## src/rtl/mesm6_bus_pkg.sv

```systemverilog
// mesm6_bus_pkg: shared widths and FSM state type for the MESM-6 memory bus arbiter
package mesm6_bus_pkg;
    localparam int ADDR_BITS = 15;
    localparam int WORD_BITS = 48;
    typedef enum logic [1:0] {IDLE, FETCH, DREAD, DWRITE} bus_state_t;
endpackage

```

## src/rtl/mesm6_bus_watchdog.sv

```systemverilog
// mesm6_bus_watchdog: loadable down-counter that flags a stalled memory transaction
// ports: clk, reset (sync, high), load (reload with TIMEOUT), dec (count down), expired (count is 0)
module mesm6_bus_watchdog #(
    parameter int TIMEOUT = 255
) (
    input  logic clk,
    input  logic reset,
    input  logic load,
    input  logic dec,
    output logic expired
);
    localparam int W = $clog2(TIMEOUT + 1);
    logic [W-1:0] count;
    always_ff @(posedge clk) begin
        if (reset) count <= '0;
        else if (load) count <= W'(TIMEOUT);
        else if (dec && !expired) count <= count - W'(1);
    end
    assign expired = count == '0;
endmodule

```

## src/rtl/mesm6_bus_arbiter.sv

```systemverilog
// mesm6_bus_arbiter: round-robin sharing of one memory port between instruction fetch and data buses
// ports: clk, reset (sync, high); ibus_* fetch request/address/data/done; dbus_* read/write request,
//        address, write data, read data, done; mem_* strobes, address, data, completion; bus_error on timeout
module mesm6_bus_arbiter
    import mesm6_bus_pkg::*;
#(
    parameter int TIMEOUT = 255
) (
    input  logic                 clk,
    input  logic                 reset,
    input  logic                 ibus_fetch,
    input  logic [ADDR_BITS-1:0] ibus_addr,
    output logic [WORD_BITS-1:0] ibus_input,
    output logic                 ibus_done,
    input  logic                 dbus_read,
    input  logic                 dbus_write,
    input  logic [ADDR_BITS-1:0] dbus_addr,
    input  logic [WORD_BITS-1:0] dbus_output,
    output logic [WORD_BITS-1:0] dbus_input,
    output logic                 dbus_done,
    output logic                 mem_read,
    output logic                 mem_write,
    output logic [ADDR_BITS-1:0] mem_addr,
    output logic [WORD_BITS-1:0] mem_wdata,
    input  logic [WORD_BITS-1:0] mem_rdata,
    input  logic                 mem_done,
    output logic                 bus_error
);
    bus_state_t           state;
    logic                 last_d;
    logic [ADDR_BITS-1:0] addr_q;
    logic [WORD_BITS-1:0] wdata_q;
    logic                 idle, busy, grant_d, grant_i, expired, finish;
    assign idle    = state == IDLE;
    assign busy    = !idle;
    // on a tie the side not served last wins
    assign grant_d = idle && (dbus_read || dbus_write) && (!ibus_fetch || !last_d);
    assign grant_i = idle && ibus_fetch && !grant_d;
    // a reset in the completing cycle suppresses the done pulse
    assign finish  = busy && !reset && (mem_done || expired);
    mesm6_bus_watchdog #(.TIMEOUT(TIMEOUT)) u_watchdog (
        .clk     (clk),
        .reset   (reset),
        .load    (grant_d || grant_i),
        .dec     (busy && !mem_done),
        .expired (expired)
    );
    always_ff @(posedge clk) begin
        if (reset) begin
            state   <= IDLE;
            last_d  <= 1'b0;
            addr_q  <= '0;
            wdata_q <= '0;
        end else if (grant_d || grant_i) begin
            state  <= grant_i ? FETCH : (dbus_write ? DWRITE : DREAD);
            last_d <= grant_d;
            addr_q <= grant_d ? dbus_addr : ibus_addr;
            if (grant_d && dbus_write) wdata_q <= dbus_output;
        end else if (finish) begin
            state <= IDLE;
        end
    end
    assign mem_read   = state == FETCH || state == DREAD;
    assign mem_write  = state == DWRITE;
    assign mem_addr   = addr_q;
    assign mem_wdata  = wdata_q;
    assign ibus_done  = finish && state == FETCH;
    assign dbus_done  = finish && state != FETCH;
    // a timed-out transaction returns zero data; a real completion wins over expiry
    assign ibus_input = ibus_done && mem_done ? mem_rdata : '0;
    assign dbus_input = dbus_done && mem_done ? mem_rdata : '0;
    assign bus_error  = finish && !mem_done;
endmodule
```

## config.mk

```make
export PLATFORM = sky130hd
export DESIGN_NAME = mesm6_bus_arbiter
export DESIGN_NICKNAME = d
export VERILOG_FILES = /design/src/rtl/mesm6_bus_pkg.sv /design/src/rtl/mesm6_bus_watchdog.sv /design/src/rtl/mesm6_bus_arbiter.sv
export SDC_FILE = /design/constraint.sdc
export NUM_CORES = 1
export LEC_CHECK = 0
export CAP_MARGIN = 20
export CORE_AREA = 2 2 113 115
export CTS_CLUSTER_SIZE = 10
export DETAILED_ROUTE_END_ITERATION = 6
export DIE_AREA = 0 0 115 117
export PLACE_DENSITY = 0.8
export SLEW_MARGIN = 20
export SYNTH_ARGS = -nofsm -noshare
export SYNTH_HDL_FRONTEND = slang
export SYNTH_SLANG_ARGS = --single-unit
```

## constraint.sdc

```tcl
create_clock -name clk -period 1.7 [get_ports clk]
set_input_delay 0.34 -clock clk [delete_from_list [all_inputs] [get_ports clk]]
set_output_delay 0.34 -clock clk [all_outputs]
set_load 0.1 [all_outputs]
```

Word level (Yosys, flattened, before mapping)
Cells that the tools add are included.

operators by class
  multiplexer cells = 9
  equal/unequal tests = 4
  reduce and logical (&&, ||, !) cells = 31
  add/subtract/negate cells = 1

operators with widths
  cell                   count
  $mux W48               2
  $mux W8                2
  $mux W15               1
  $logic_and A1 B1 Y1    14
  $logic_not A8 Y1       1
  $sub A8 B1 Y8 const B  1
  $logic_not A1 Y1       7
  $mux W2                3
  $logic_or A1 B1 Y1     5
  $eq A2 B2 Y1 const B   2
  $reduce_bool A2 Y1     2
  $eq A2 B1 Y1 const B   1
  $logic_not A2 Y1       1
  $ne A2 B1 Y1 const B   1
  $reduce_and A2 Y1      1
  $mux W1                1

word-level totals
  output and inout bits = 164
  register bits after elaboration = 74
  logic and storage cells = 50
  input bits = 132

Longest topological paths before layout
  depth after elaboration = 7
  depth in mapped cells = 9

Hierarchy
From an unflattened synthesis, not the netlist that was laid out.

unflattened totals
  cell total of the unflattened synthesis = 482
  area, all modules = 3747.3 um^2

modules (own cells, without submodules)
  module              area an instance (um^2)  times used  seq. area each (um^2)  cells an instance
  mesm6_bus_arbiter   3274.4                   1           1321.3                 430
  mesm6_bus_watchdog  473.0                    1           160.2                  52

Least setup slack after synthesis
No wires, ideal clock.

  path type = register to output
  start = reg u_watchdog.count[0]
  end = out bus_error
  path slack = -917 ps
  data arrival time = 2277 ps
  buffers on the path = 0
  cell stages (with the launch flop) = 7
  path through = dfxtp_1 -> inv_1 -> ha_1 -> nor3b_2 -> and2_2 -> o21ai_0 -> nor2_1

on the way
  longest elaborated chain between the ends = 4

ends and longest elaborated chain
  item                    RTL line                  text
  from (decl)             mesm6_bus_watchdog.sv:13  logic [W-1:0] count;
  from (signal assigned)  mesm6_bus_watchdog.sv:16  else if (load) count <= W'(TIMEOUT);
  from (signal assigned)  mesm6_bus_watchdog.sv:17  else if (dec && !expired) count <= count - W'(1);
  $logic_not A8 Y1        mesm6_bus_watchdog.sv:19  assign expired = count == '0;
  $logic_or A1 B1 Y1      mesm6_bus_arbiter.sv:40   assign finish = busy && !reset && (mem_done || expired);
  $logic_and A1 B1 Y1     mesm6_bus_arbiter.sv:40
  $logic_and A1 B1 Y1     mesm6_bus_arbiter.sv:72   assign bus_error = finish && !mem_done;
  to (decl)               mesm6_bus_arbiter.sv:27   output logic bus_error

Every way passes these cells.

Worst setup path in the final report
  start = reg state[1]
  end = out ibus_input[0]

on the way
  longest elaborated chain between the ends = 7
  elaborated cells between the ends (all ways) = 8
  those cells by class = eq/ne: 1; mux: 1; reduce/logical: 6

ends and longest elaborated chain
  item                               RTL line                 text
  from (decl)                        mesm6_bus_arbiter.sv:29  bus_state_t state;
  from (signal assigned)             mesm6_bus_arbiter.sv:55  state <= grant_i ? FETCH : (dbus_write ? DWRITE : DREAD);
  $logic_not A2 Y1                   mesm6_bus_arbiter.sv:34  assign idle = state == IDLE;
  $logic_not A1 Y1                   mesm6_bus_arbiter.sv:35  assign busy = !idle;
  $logic_and A1 B1 Y1 (2 in series)  mesm6_bus_arbiter.sv:40
  $logic_and A1 B1 Y1 *              mesm6_bus_arbiter.sv:67  assign ibus_done = finish && state == FETCH;
  $logic_and A1 B1 Y1 *              mesm6_bus_arbiter.sv:70  assign ibus_input = ibus_done && mem_done ? mem_rdata : '0;
  $mux W48 *                         mesm6_bus_arbiter.sv:70
  to (decl)                          mesm6_bus_arbiter.sv:13  output logic [WORD_BITS-1:0] ibus_input,

Every way passes the cells marked *; elsewhere a longest branch is shown, timed or not.

==> impl_metrics.toml <==
[status]
status = "finished, violations left"
violations = "setup timing"

[die]
design.portCount = 296
die_w_um = 115
chipHeight_um = 117
initial_utilization_pct = 29.5
core.rowCount = 41
fp.coreArea_um2 = 12300
floorplan.die_area_um2 = 13500

[timing]
final.period_utilization_pct = 129
report.final.hold_viol_count = 0
worst_slew_pin_slew_ns = 0.835
setup-violations-final = 101
grt_setup_unrepaired = "true"
achievable-frequency_mhz = 455
slew-limit-headroom_pct = 44.4
finalCriticalPeriod_ns = 2.20
layout_setup_ws_ns = -0.498
clock-skew-final_ns = 0.00500
hold_ws_ns = 0.490
final_max_slew_viol_count = 0
final_setup_tns_ns = -44.70

[clock_network]
clockBufferDepth = 2
cts_root_buf = "sky130_fd_sc_hd__clkbuf_16"
numCtsBuffers = 9
path_clk_slew_ns = 0.06
cts_tree = "built"
clock_sink_count = 74
htreeDepth = 3
cts_hold_buf = 0
clk_latency_ns = 0.34

[worst_setup_path]
timing.setup.critical_path_class = "reg2out"
cp_cell_sequence = "inv_4 > ha_4 > nor2_4 > and3_4 > clkbuf_16 > and2_4 > buf_12"
critPathSlowestCell = "sky130_fd_sc_hd__dfxtp_2"
critical_path_data_arrival_time_ns = 1.86
worst_setup_path_end_kind = "output port"
slowest_stage_delay_on_critical_path_ns = 0.35
cp-start-kind = "register"
worst-r2r-setup-slack_ns = -0.01
cp.required_ns = 1.36
path_max_fanout = 11
critical_path.n_buffers_inverters = 3
crit_path_leading_delay_family = "simple AND/OR/NAND/NOR gates"

[job]
cap_viol_max_count = 0

[cells_and_area]
design.final.nets = 930
final-seq-area_um2 = 1490
filler_cell_count = 771
multiInputGateArea_um2 = 2340
area_growth_pct = 164
drive_above_1_share_pct = 46.7
antennaDiodeCount = 0

[detailed_routing]
routed_wl_um = 17300
dr.first_iter.drc_count = 213
antenna_viol_nets_final = 0
dr_total_vias = 4577
avgViaCountPerCell = 4.83
drc = 0
first_pass_iters = 4
post_drt_wl_per_cell_um = 18.2

[global_route]
grt_util_all_layers_pct = 22.9
number_of_global_route_vias_before_repair = 4480
grt_overflow = 0
largest_net_degree_at_the_start_of_global_routing = 77
antenna_found_initial = 0
grt_pass1_wl_um = 23800

[synth]
synth_edf_count = 0
synthMostInstantiatedCell = "sky130_fd_sc_hd__nand2_1"
mappedNetlistArea_um2 = 3630
syn_area_per_cell_um2 = 7.91
netlist_top_cells_count = "sky130_fd_sc_hd__nand2_1 (100), sky130_fd_sc_hd__and2_1 (97), sky130_fd_sc_hd__dfxtp_1 (74)"
ys.flop_type = "sky130_fd_sc_hd__dfxtp_1"
ys_seq_elements = 74
synth_fp_nets = 596
seq_area_frac_synth_pct = 40.8
synth_cells = 459
synth-warning-count = 0
yosys-top-cells-area = "sky130_fd_sc_hd__dfxtp_1 (41%), sky130_fd_sc_hd__and2_1 (17%), sky130_fd_sc_hd__nand2_1 (10%), sky130_fd_sc_hd__a21oi_1 (7.2%), sky130_fd_sc_hd__mux2i_1 (4.4%)"
synth_cell_type_count = 37
async_reset_ff_share_pct = 0
post-synth-top-area-fraction_pct = 40.8
yosysTopAreaCell = "sky130_fd_sc_hd__dfxtp_1"

[placement]
portBuffers = 295
gpl.final_weighted_congestion = 0.886
hpwl_um = 12800

[pwr]
irDropWorstVdd_v = 0.000990
seqPwrFrac_pct = 21.3
static-leakage-power_nw = 3.92
intPower_w = 0.00598
combinationalPowerShare_pct = 62.0
power.density_nw_per_um2 = 1180
clock_power_share_pct = 16.7
p_sw_share_pct = 47.0
total_power_w = 0.0113
p_sw_w = 0.00530

[worst_hold_path]
holdCritPathClass = "reg2reg"
-- worst reg2reg max path, cell delays in order, from the launching register on --
cell	delay (ns)
sky130_fd_sc_hd__dfxtp_2	0.35
sky130_fd_sc_hd__inv_4	0.04
sky130_fd_sc_hd__ha_4	0.17
sky130_fd_sc_hd__buf_4	0.17
sky130_fd_sc_hd__o31a_1	0.22
sky130_fd_sc_hd__buf_4	0.18
sky130_fd_sc_hd__or3_1	0.31
sky130_fd_sc_hd__o22ai_1	0.17
-- layout by cell type (no fill, tap or decap), drive strengths merged --
master	instances
o31a	1
and3	2
nor3b	1
and4	1
inv	6
clkdlybuf4s50	130
or3	2
and2	98
o21a	1
o31ai	1
nor3	5
dfxtp	74
a211oi	19
clkinvlp	1
o21ai	2
a311oi	3
nand3	1
clkinv	3
nand4	2
nor2	23
buf	224
a21boi	2
mux2i	16
a21oi	52
nand2	100
bufinv	1
or3b	1
ha	5
o22ai	2
clkbuf	14
o211ai	1
xor2	2
nor4	2
-- state kept, by name, summed over array words and instances (netlist names) --
name and cells:
u_watchdog.count 8, mem_wdata 48, last_d 1, state 2, mem_addr 15
-- per-stage QoR --
stage                     worst slack (ns)  area [um2]  utilization [%]  std cells
after CTS                           -0.450        9350             76.0        935
final                               -0.498        9580             77.8        948
after global placement              -0.331        8850             71.9        904
after detailed placement            -0.399        8850             71.9        904
after floorplan                     -0.188        4000                -        459
after global routing                -0.549        9580             77.8        948
-- kinds of logic (layout without fill, tap and decap cells) --
group,count (synthesis),count (layout),synth area share [%]
fa+ha+maj,5,5,1.72
xor+xnor,2,2,0.483
simple gates,238,238,33.2
compound gates,84,84,13.8
flops,74,74,40.8
mux,16,16,4.41
buf+inv,40,379,5.52
-- metal layers --
layer	share of wire, %	vias to the layer above	global-route usage, %
li1	-	2185	-
met4	2.4	0	7.23
met5	0	-	0
met2	57	212	45.6
met1	35	2151	23.7
met3	5.6	29	4.84
-- final timing paths --
| path | start | end | cells after the start |
|---|---|---|---|
| max | state[1] | ibus_input[0] | 7 |
| min | mem_wdata[40] | mem_wdata[40] | 2 |
| max reg2reg | state[1] | state[1] | 7 |
| min reg2reg | mem_wdata[40] | mem_wdata[40] | 2 |
-- power by group through the flow --
stage          Combinational (W)  Clock, W  Sequential, W
2_1_floorplan            0.00234         0        0.00403
6_report                 0.00699   0.00189        0.00240
4_1_cts                  0.00671   0.00190        0.00240
3_5_place_dp             0.00650         0        0.00243
5_1_grt                  0.00723   0.00197        0.00243
3_3_place_gp             0.00635         0        0.00240
-- cell type report --
class	instances	share of cell area [%]
repair buffers	358	54.8
multi-input cells	345	24.4
flip-flops and latches	74	15.5
clock buffers	10	2.39
well taps	150	1.96
clock inverters	6	0.679
inverters	5	0.222
-- repair_timing --
item                                    4_1_cts  5_1_grt
endpoints found under the setup margin      110      109
cloned                                        2        7
setup buffers                                13        8
pin swaps                                     5        6
resized for setup                            19       14
Power figures use the tool's default switching activity.
